File: src/rtl/log_argmax_pkg.sv
// Shared parameters for the nonlinear datapath: the log stage and the argmax
// stage both size their frames from these values.
package log_argmax_pkg;

    localparam int LA_DATA_WIDTH = 16;    // log-domain sample width
    localparam int LA_IDX_WIDTH  = 13;    // in-frame beat index width
    localparam int MEM_LEN       = 8192;  // LUT depth = maximum frame length

    // Frame tracking states; the result register is kept outside the FSM
    typedef enum logic [0:0] {
        ST_IDLE  = 1'b0,  // no open frame
        ST_ACCUM = 1'b1   // frame open, running max valid
    } la_state_t;

endpackage

File: src/rtl/log_argmax_cmp.sv
// Value/index compare-select for the running argmax. The candidate only wins
// on a strictly greater value, so ties keep the earliest index.
module argmax_cmp
    import log_argmax_pkg::*;
#(
    parameter int DATA_WIDTH = LA_DATA_WIDTH,
    parameter int IDX_WIDTH  = LA_IDX_WIDTH
) (
    input  logic [DATA_WIDTH-1:0] cur_max,
    input  logic [IDX_WIDTH-1:0]  cur_idx,
    input  logic [DATA_WIDTH-1:0] new_val,
    input  logic [IDX_WIDTH-1:0]  new_idx,
    output logic [DATA_WIDTH-1:0] sel_max,
    output logic [IDX_WIDTH-1:0]  sel_idx,
    output logic                  take_new
);

    // Unsigned strict-greater select
    always_comb begin
        take_new = (new_val > cur_max);
        sel_max  = cur_max;
        sel_idx  = cur_idx;
        if (take_new) begin
            sel_max = new_val;
            sel_idx = new_idx;
        end
    end

endmodule

File: src/rtl/log_argmax.sv
// Streaming argmax over framed log-domain samples. Every valid beat is
// consumed (no backpressure); one result strobe per frame, one cycle after
// the tlast beat.
module log_argmax
    import log_argmax_pkg::*;
#(
    parameter int DATA_WIDTH = LA_DATA_WIDTH,
    parameter int IDX_WIDTH  = LA_IDX_WIDTH
) (
    input  logic                  clk,
    input  logic                  rst,
    input  logic [DATA_WIDTH-1:0] input_tdata,
    input  logic                  input_tvalid,
    input  logic                  input_tlast,
    output logic [IDX_WIDTH-1:0]  output_tdata,
    output logic [DATA_WIDTH-1:0] output_tmax,
    output logic                  output_tvalid,
    output logic                  output_tlast,
    output logic                  overflow
);

    localparam logic [IDX_WIDTH-1:0] CNT_MAX = '1;

    la_state_t             state_q, state_d;
    logic [IDX_WIDTH-1:0]  cnt_q;
    logic [IDX_WIDTH-1:0]  run_idx_q;
    logic [DATA_WIDTH-1:0] run_max_q;

    logic [DATA_WIDTH-1:0] sel_max;
    logic [IDX_WIDTH-1:0]  sel_idx;
    logic                  take_new;
    logic [DATA_WIDTH-1:0] nxt_max;
    logic [IDX_WIDTH-1:0]  nxt_idx;
    logic                  idle;
    logic                  cnt_sat;
    logic                  last_beat;

    assign idle      = (state_q == ST_IDLE);
    assign cnt_sat   = (cnt_q == CNT_MAX);
    assign last_beat = input_tvalid && input_tlast;

    // Counter doubles as the candidate index; once saturated the index clamps
    argmax_cmp #(
        .DATA_WIDTH (DATA_WIDTH),
        .IDX_WIDTH  (IDX_WIDTH)
    ) u_cmp (
        .cur_max  (run_max_q),
        .cur_idx  (run_idx_q),
        .new_val  (input_tdata),
        .new_idx  (cnt_q),
        .sel_max  (sel_max),
        .sel_idx  (sel_idx),
        .take_new (take_new)
    );

    // First beat of a frame seeds the running max regardless of its value
    always_comb begin
        nxt_max = sel_max;
        nxt_idx = sel_idx;
        if (idle) begin
            nxt_max = input_tdata;
            nxt_idx = '0;
        end
    end

    // Frame-open tracking; a 1-beat frame never leaves IDLE
    always_comb begin
        state_d = state_q;
        case (state_q)
            ST_IDLE:  if (input_tvalid && !input_tlast) state_d = ST_ACCUM;
            ST_ACCUM: if (last_beat)                    state_d = ST_IDLE;
            default:  state_d = ST_IDLE;
        endcase
    end

    // State register
    always_ff @(posedge clk or negedge rst) begin
        if (!rst) state_q <= ST_IDLE;
        else      state_q <= state_d;
    end

    // Running max/index and beat counter; idle cycles hold everything
    always_ff @(posedge clk or negedge rst) begin
        if (!rst) begin
            cnt_q     <= '0;
            run_idx_q <= '0;
            run_max_q <= '0;
            overflow  <= 1'b0;
        end else if (input_tvalid) begin
            run_max_q <= nxt_max;
            run_idx_q <= nxt_idx;
            if (input_tlast) begin
                cnt_q <= '0;
            end else if (idle) begin
                cnt_q <= {{(IDX_WIDTH-1){1'b0}}, 1'b1};
            end else if (!cnt_sat) begin
                cnt_q <= cnt_q + 1'b1;
            end else begin
                // Non-final beat with no index left: frame is too long
                overflow <= 1'b1;
            end
        end
    end

    // Result register: data holds between frames, only the strobe pulses
    always_ff @(posedge clk or negedge rst) begin
        if (!rst) begin
            output_tdata  <= '0;
            output_tmax   <= '0;
            output_tvalid <= 1'b0;
        end else begin
            output_tvalid <= last_beat;
            if (last_beat) begin
                output_tdata <= nxt_idx;
                output_tmax  <= nxt_max;
            end
        end
    end

    assign output_tlast = output_tvalid;

endmodule

File: config.mk
export PLATFORM = sky130hd
export DESIGN_NAME = log_argmax
export DESIGN_NICKNAME = d
export VERILOG_FILES = /design/src/rtl/log_argmax_pkg.sv /design/src/rtl/log_argmax_cmp.sv /design/src/rtl/log_argmax.sv
export SDC_FILE = /design/constraint.sdc
export NUM_CORES = 1
export LEC_CHECK = 0
export BUFFER_PORTS_ARGS = -buffer_cell sky130_fd_sc_hd__buf_2
export CAP_MARGIN = 20
export CORE_ASPECT_RATIO = 1.25
export CORE_MARGIN = 4
export CORE_UTILIZATION = 61
export CTS_BUF_LIST = sky130_fd_sc_hd__clkbuf_4
export CTS_CLUSTER_DIAMETER = 30
export DETAILED_ROUTE_END_ITERATION = 10
export PLACE_DENSITY_LB_ADDON = 0.3
export SETUP_SLACK_MARGIN = 0.4
export SLEW_MARGIN = 20
export SYNTH_ARGS = -nofsm -noshare
export SYNTH_HDL_FRONTEND = slang
export SYNTH_HIERARCHICAL = 1
export SYNTH_SLANG_ARGS = --single-unit
File: constraint.sdc
create_clock -name clk -period 3.2 [get_ports clk]
set_input_delay 0.32 -clock clk [delete_from_list [all_inputs] [get_ports clk]]
set_output_delay 0.32 -clock clk [all_outputs]
set_load 0.01 [all_outputs]
; ---- Word level (Yosys, flattened, before mapping)
; Index checks and enable logic that the tools add are counted.
[totals]
elab_cells = 29
output_inout_bits = 32
input_bits = 20
register_bits = 74
[op_classes]
muxes = 10
reduce_logical = 5
eq_ne = 2
add_sub_neg = 1
n_lt_le_gt_ge = 1
bitwise = 2
[ops]
columns = cell, count
row1 = $mux 13, 5
row2 = $mux 16, 2
row3 = $gt 16x16->1, 1
row4 = $add 13x1->13 const B, 1
row5 = $eq 13x13->1 const B, 1
row6 = $reduce_and 4->1, 1
row7 = $ne 3x3->1 const B, 1
row8 = $logic_and 1x1->1, 2
row9 = $mux 1, 2
row10 = $not 1->1, 2
row11 = $pmux 1 s2, 1
row12 = $reduce_and 2->1, 1
row13 = $logic_not 1->1, 1

; ---- Depth between registers and ports, before layout
; Gate-level depths: netlist of run 1.
[depth]
ltp_word = 4
ltp_mapped = 11
mapped_depth_nobuf = 9

; ---- Modules after synthesis
; Netlist of run 1, hierarchy kept.
[modules_own_cells]
columns = module, seq_area_each_um2, area_per_inst_um2, n_inst, cells_per_inst
row1 = log_argmax, 1851.8, 3140.5, 1, 314
row2 = argmax_cmp, 0.0, 1780.5, 1, 301

; ---- Worst setup path after synthesis of run 1
; No wires, ideal clock.
[synth_path]
path_type = register -> register
startpoint = reg run_max_q[13]
endpoint = reg output_tmax[5]
setup_ps = 133
path_slack_ps = 866
t_required_ps = 3067
arrival_ps = 2201
period_less_slack_ps = 2334
path_buffers = 2
path_stages_with_launch = 12
path_cell_list = dfrtp_1 -> inv_1 -> ha_1 -> a21oi_1 -> a2bb2oi_1 -> buf_2 -> clkbuf_1 -> nor2_1 -> a221oi_1 -> o211ai_2 -> mux2i_1 -> o21ai_0
[synth_via]
elab_chain_cells = 3
[synth_rtl]
columns = element, line_no
row1 = "start, declared", log_argmax.sv:27  ; logic [DATA_WIDTH-1:0] run_max_q;
row2 = "start signal, assigned", log_argmax.sv:90  ; run_max_q <= nxt_max;
row3 = $gt 16x16->1, log_argmax_cmp.sv:20  ; take_new = (new_val > cur_max);
row4 = $mux 16, log_argmax_cmp.sv:23  ; if (take_new) begin
row5 = via sel_max[5], log_argmax.sv:29  ; logic [DATA_WIDTH-1:0] sel_max;
row6 = $mux 16, log_argmax.sv:60  ; if (idle) begin
row7 = "end signal, assigned", log_argmax.sv:115  ; output_tmax <= nxt_max;
row8 = "end, declared", log_argmax.sv:16  ; output logic [DATA_WIDTH-1:0] output_tmax,
; The timed path passes the listed nets, and every way through them passes these cells.
; A chain may end at the register's enable or synchronous reset.

; ---- Worst setup path after layout of run 1
[layout_path]
startpoint = reg run_max_q[6]
endpoint = reg output_tmax[0]
; The elaborated chain is that of the path after synthesis.

==> results of run 1 <==
registers in the layout (all words and copies together) (netlist names), named ones only:
register,cells
run_idx_q,13
output_tdata,13
overflow,1
cnt_q,13
output_tlast,1
run_max_q,16
output_tmax,16
power breakdown:
part | total, mW | leakage [nW] | internal (mW) | switching, mW
sequential | 1.17 | 0.953 | 1.07 | 0.0965
combinational | 1.04 | 1.63 | 0.405 | 0.633
clock | 0.579 | 0.0776 | 0.242 | 0.337
total | 2.78 | 2.66 | 1.72 | 1.07
per-stage QoR:
| step | hold WS [ns] | area (µm²) | cells |
|---|---|---|---|
| after floorplan | 0.0244 | 4910 | 614 |
| after global placement | 0.436 | 5210 | 730 |
| after detailed placement | 0.446 | 5210 | 730 |
| after CTS | 0.0196 | 5340 | 746 |
| after global routing | 0.0755 | 5460 | 750 |
| final | 0.0193 | 5460 | 750 |
worst max-delay path, cell delays in order, from the launching register on:
cell and delay [ns]:
dfrtp_1 0.39, inv_1 0.08, ha_1 0.31, nand4_1 0.20, nor4_4 0.36, buf_4 0.17
buf_6 0.10, a21boi_4 0.19, buf_6 0.21, o31a_1 0.16, o211ai_1 0.08, mux2i_1 0.19
o21ai_0 0.12
routing by layer:
metal | GRT usage [%] | vias to the layer above | part of all wire, %
met4 | 10.7 | 0 | 2.1
met3 | 5.49 | 28 | 5.8
met2 | 49.4 | 177 | 52
met5 | 0 | - | 0
li1 | - | 2242 | -
met1 | 33.7 | 2184 | 40
cell type report:
cell class / count / area (µm²) / area share [%]
well taps: 95 / 119 / 2.18
multi-input cells: 430 / 2670 / 48.9
inverters: 63 / 236 / 4.33
flip-flops and latches: 74 / 1850 / 33.9
clock buffers: 10 / 75.1 / 1.37
clock inverters: 6 / 57.6 / 1.05
repair buffers: 72 / 450 / 8.24
path summary, 6_finish.rpt:
kind / slack, ns / start / end
max: 0.52 / run_max_q[6]$_DFFE_PN0P_ / output_tmax[0]$_DFFE_PN0P_
min: 0.02 / rst / cnt_q[10]$_DFFE_PN0P_
max reg2reg: 0.52 / run_max_q[6]$_DFFE_PN0P_ / output_tmax[0]$_DFFE_PN0P_
min reg2reg: 0.47 / overflow$_DFFE_PN0P_ / overflow$_DFFE_PN0P_
max in group asynchronous: 2.59 / rst / output_tmax[6]$_DFFE_PN0P_
min in group clk: 0.23 / input_tdata[13] / output_tmax[13]$_DFFE_PN0P_
cells in the final DEF (no fill, tap or decap), drive strengths merged, types with 3 or more instances in the layout:
cell and instances:
a221oi 28, dfrtp 74, nor3 4, nand4 6, inv 63, nor2 77, o21ai 46, a211oi 3
a21oi 27, and3 29, clkbuf 10, nand3 38, o211ai 36, mux2i 16, buf 72, nand2 71
clkinv 5, ha 17, and4 4, or4 3
repair_timing:
| item | 4_1_cts | 5_1_grt |
|---|---|---|
| endpoints found under the setup margin | 0 | 58 |
| gates resized for setup | 0 | 19 |
| hold endpoints to repair | 0 | 0 |
| buffers inserted | 0 | 4 |
==> flow_summary.json, run 1 <==
{
  "fin_tns_setup_ns": 0,
  "nets": 687,
  "holdBufCountCts": 0,
  "row_count": 36,
  "ys_warn_count": 6,
  "power_density_nw_per_um2": 509,
  "via_per_inst": 6.17,
  "synth_area_per_cell_um2": 8.00,
  "syn_nets": 651,
  "drc": 0,
  "io_buffers": 51,
  "cts_inserted_buffers": 9,
  "clk_path_buf_depth": 2,
  "final-hold-violation-count": 0,
  "endpoint_kind": "register",
  "skew_ns": 0.0187,
  "finalCritPeriodShare_pct": 83.6,
  "rsz0062_at_grt": "yes",
  "grt_start_max_net_pins": 75,
  "cts_tree": "done",
  "hold_path_class": "in -> async",
  "worstMarginPinSlew_ns": 0.947,
  "antenna_found_initial": 0,
  "track_usage_pct": 28.2,
  "drt-total-wl_um": 12600,
  "p_leak_nw": 2.66,
  "antenna_cells": 0,
  "drv_cap": 0,
  "worst_ep_arrival_time_ns": 3.00,
  "die_x_um": 88.3,
  "overflow": 0,
  "grt_pass1_vias": 4523,
  "dr.pass1.iters": 5,
  "critPathKind": "reg -> reg",
  "dp_hpwl_um": 8390,
  "drv_slew": 0,
  "gp_congestion": 0.880,
  "slew_headroom_pct": 36.8,
  "outcome": "finished clean",
  "fill_cells": 642,
  "num_io_pins": 52,
  "htreeDepth": 3,
  "clk_pin_slew_ns": 0.13,
  "ant_nets": 0,
  "start_util_pct": 62.7,
  "fin_crit_ns": 2.68,
  "critPathLaunchType": "register",
  "setup_violations": 0,
  "reg2regPathDepth": 12,
  "vias": 4631,
  "crit_fanout": 18,
  "area_growth_pct": 11.2,
  "post-place-ws_ns": 0.394,
  "post-route-util_pct": 69.7,
  "dieArea_um2": 9570,
  "die_y_um": 108,
  "ir_drop_uv": 380,
  "core-area_um2": 7840,
  "syn_inst": 614,
  "root_buffer": "clkbuf_4",
  "finalWorstSetupSlack_ns": 0.524,
  "required_ns": 3.52,
  "clock-sinks": 74,
  "drive_gt1_share_pct": 17.1,
  "synth_area_um2": 4910,
  "wl_per_cell_um": 16.8,
  "grt_pass1_wl_um": 21300,
  "first_iter_violations": 415,
  "fmax_mhz": 374,
  "power_mw": 2.78,
  "insertion_delay_ns": 0.45
}
Power figures use the tool's default switching activity.
==> run 2: changes to the inputs <==
--- a/config.mk
+++ b/config.mk
@@ -9,7 +9,7 @@
 export CAP_MARGIN = 20
 export CORE_ASPECT_RATIO = 1.25
 export CORE_MARGIN = 4
-export CORE_UTILIZATION = 61
+export CORE_UTILIZATION = 56
 export CTS_BUF_LIST = sky130_fd_sc_hd__clkbuf_4
 export CTS_CLUSTER_DIAMETER = 30
 export DETAILED_ROUTE_END_ITERATION = 10
==> constraint.sdc (replaced) <==
create_clock -name clk -period 2.3 [get_ports clk]
set_input_delay 0.23 -clock clk [delete_from_list [all_inputs] [get_ports clk]]
set_output_delay 0.23 -clock clk [all_outputs]
set_load 0.01 [all_outputs]
==> flow_summary.json, run 2 (synthesis gave the netlist of run 1 again) <==
{
  "fin_worst_hold_slack_ns": 0.141,
  "stdcell_count": 840,
  "power_mw": 4.76,
  "grt_start_max_net_pins": 75,
  "cts_tree": "done",
  "layout_commonest_cell": "nor2_1",
  "gp_congestion": 0.866,
  "whs_path_depth": 3,
  "clk_path_buf_depth": 2,
  "dieArea_um2": 10300,
  "reg.largest.list": "output_tmax x16, run_max_q x16",
  "fmax_mhz": 381,
  "dp.cells": 795,
  "num_io_pins": 52,
  "power_density_nw_per_um2": 743,
  "antenna_found_initial": 0,
  "regToRegSetupSlack_ns": -0.33,
  "drv_cap": 0,
  "skew_ns": 0.0205,
  "rsz0062_at_grt": "yes",
  "p_leak_nw": 3.07,
  "via_per_inst": 6.19,
  "row_count": 37,
  "outcome": "complete, but fails checks",
  "final-hold-violation-count": 0,
  "dp_hpwl_um": 9040,
  "finalWorstSetupSlack_ns": -0.328,
  "crit_fanout": 4,
  "finalCritPeriodShare_pct": 114,
  "die_x_um": 91.8,
  "io_buffers": 51,
  "root_buffer": "clkbuf_4",
  "worstMarginPinSlew_ns": 0.955,
  "violations": "negative setup slack",
  "track_usage_pct": 28.2,
  "cts_inserted_buffers": 9,
  "post-route-util_pct": 76.5,
  "first_iter_violations": 404,
  "area_growth_pct": 30.4,
  "hold_path_class": "in -> reg",
  "reg2regPathDepth": 11,
  "drive_gt1_share_pct": 31.3,
  "endpoint_kind": "register",
  "critPathKind": "reg -> reg",
  "slew_headroom_pct": 36.3,
  "drv_slew": 0,
  "ir_drop_uv": 626,
  "worstHoldStart": "input_tdata[6]",
  "fin_crit_ns": 2.63,
  "vias": 5201,
  "setup_violations": 58,
  "drc": 0,
  "min_to": "output_tmax[6]$_DFFE_PN0P_",
  "required_ns": 2.62,
  "rr_endpoint": "run_max_q[11]$_DFFE_PN0P_",
  "layout_common_cells": "nor2_1, dfrtp_1, buf_4",
  "clock-sinks": 74,
  "core-area_um2": 8380,
  "critPathLaunchType": "register",
  "dr.pass1.iters": 5,
  "drt-total-wl_um": 15200,
  "clk_pin_slew_ns": 0.12,
  "start_util_pct": 58.7,
  "nets": 755,
  "insertion_delay_ns": 0.45,
  "antenna_cells": 0,
  "die_y_um": 113,
  "ant_nets": 0,
  "grt_pass1_wl_um": 23900,
  "grt_pass1_vias": 5084,
  "htreeDepth": 3,
  "worst_ep_arrival_time_ns": 2.95,
  "reg2reg_from": "run_max_q[6]$_DFFE_PN0P_",
  "overflow": 0,
  "wl_per_cell_um": 18.1
}
run 2: cell count changes in the layout (fill, tap and decap cells not counted), sizes merged:
| cell | delta |
|---|---|
| dlygate4sd3 | +1 |
| buf | +66 |
| clkinvlp | +1 |
run 2: how the worst max path moves through the flow:
stage / startpoint / end / slack, ns
3_3_place_gp: run_max_q[6]$_DFFE_PN0P_ / run_max_q[15]$_DFFE_PN0P_ / -0.26
4_1_cts: run_max_q[12]$_DFFE_PN0P_ / output_tdata[11]$_DFFE_PN0P_ / -0.16
2_1_floorplan: run_max_q[5]$_DFFE_PN0P_ / run_max_q[10]$_DFFE_PN0P_ / -0.0009
6_report: run_max_q[6]$_DFFE_PN0P_ / run_max_q[11]$_DFFE_PN0P_ / -0.33
5_1_grt: run_max_q[11]$_DFFE_PN0P_ / run_max_q[11]$_DFFE_PN0P_ / -0.45
3_5_place_dp: run_max_q[6]$_DFFE_PN0P_ / run_max_q[15]$_DFFE_PN0P_ / -0.31
run 2: cell type report:
type / instances / area (µm²)
Clock buffer: 9 / 67.6
Clock inverter: 7 / 60.1
Fill cell: 541 / 1970
Inverter: 63 / 236
Multi-Input combinational cell: 430 / 2950
Sequential cell: 74 / 1850
Tap cell: 117 / 146
Timing Repair Buffer: 140 / 1100
run 2: through the flow:
stage	setup slack, ns	setup TNS (ns)	area, µm²
2_1_floorplan	-0.000917	-0.00550	4970
3_3_place_gp	-0.257	-9.98	5690
3_5_place_dp	-0.312	-11.89	5690
4_1_cts	-0.161	-5.30	6230
5_1_grt	-0.454	-19.48	6410
6_report	-0.328	-13.73	6410
run 2: what timing repair did:
action / in CTS / in global routing
resized for setup: 46 / 23
buffers inserted: 23 / 4
hold buffers: 1 / 0
endpoints found under the hold margin: 74 / 0
setup endpoints to repair: 58 / 62
pin swaps: 20 / 17
cloned: 0 / 1
run 2: layer usage:
layer	track usage (%)	part of all wire, %
met2	49.5	51
met3	6.05	5.7
met4	14.1	3.9
met1	32.4	39
met5	0	0
run 2: critical path: stages (launching register included):
cell	delay (ns)
dfrtp_1	0.37
inv_1	0.06
ha_1	0.32
nand4_1	0.19
nor4_4	0.37
a21boi_4	0.27
or3_4	0.20
buf_12	0.12
clkbuf_16	0.13
o211ai_2	0.08
mux2i_1	0.27
a21oi_1	0.11
run 2: power by group:
part	switching, mW	internal (mW)	leakage (nW)
registers	0.121	1.49	0.952
logic	1.19	1.15	2.05
clock network	0.491	0.318	0.0706
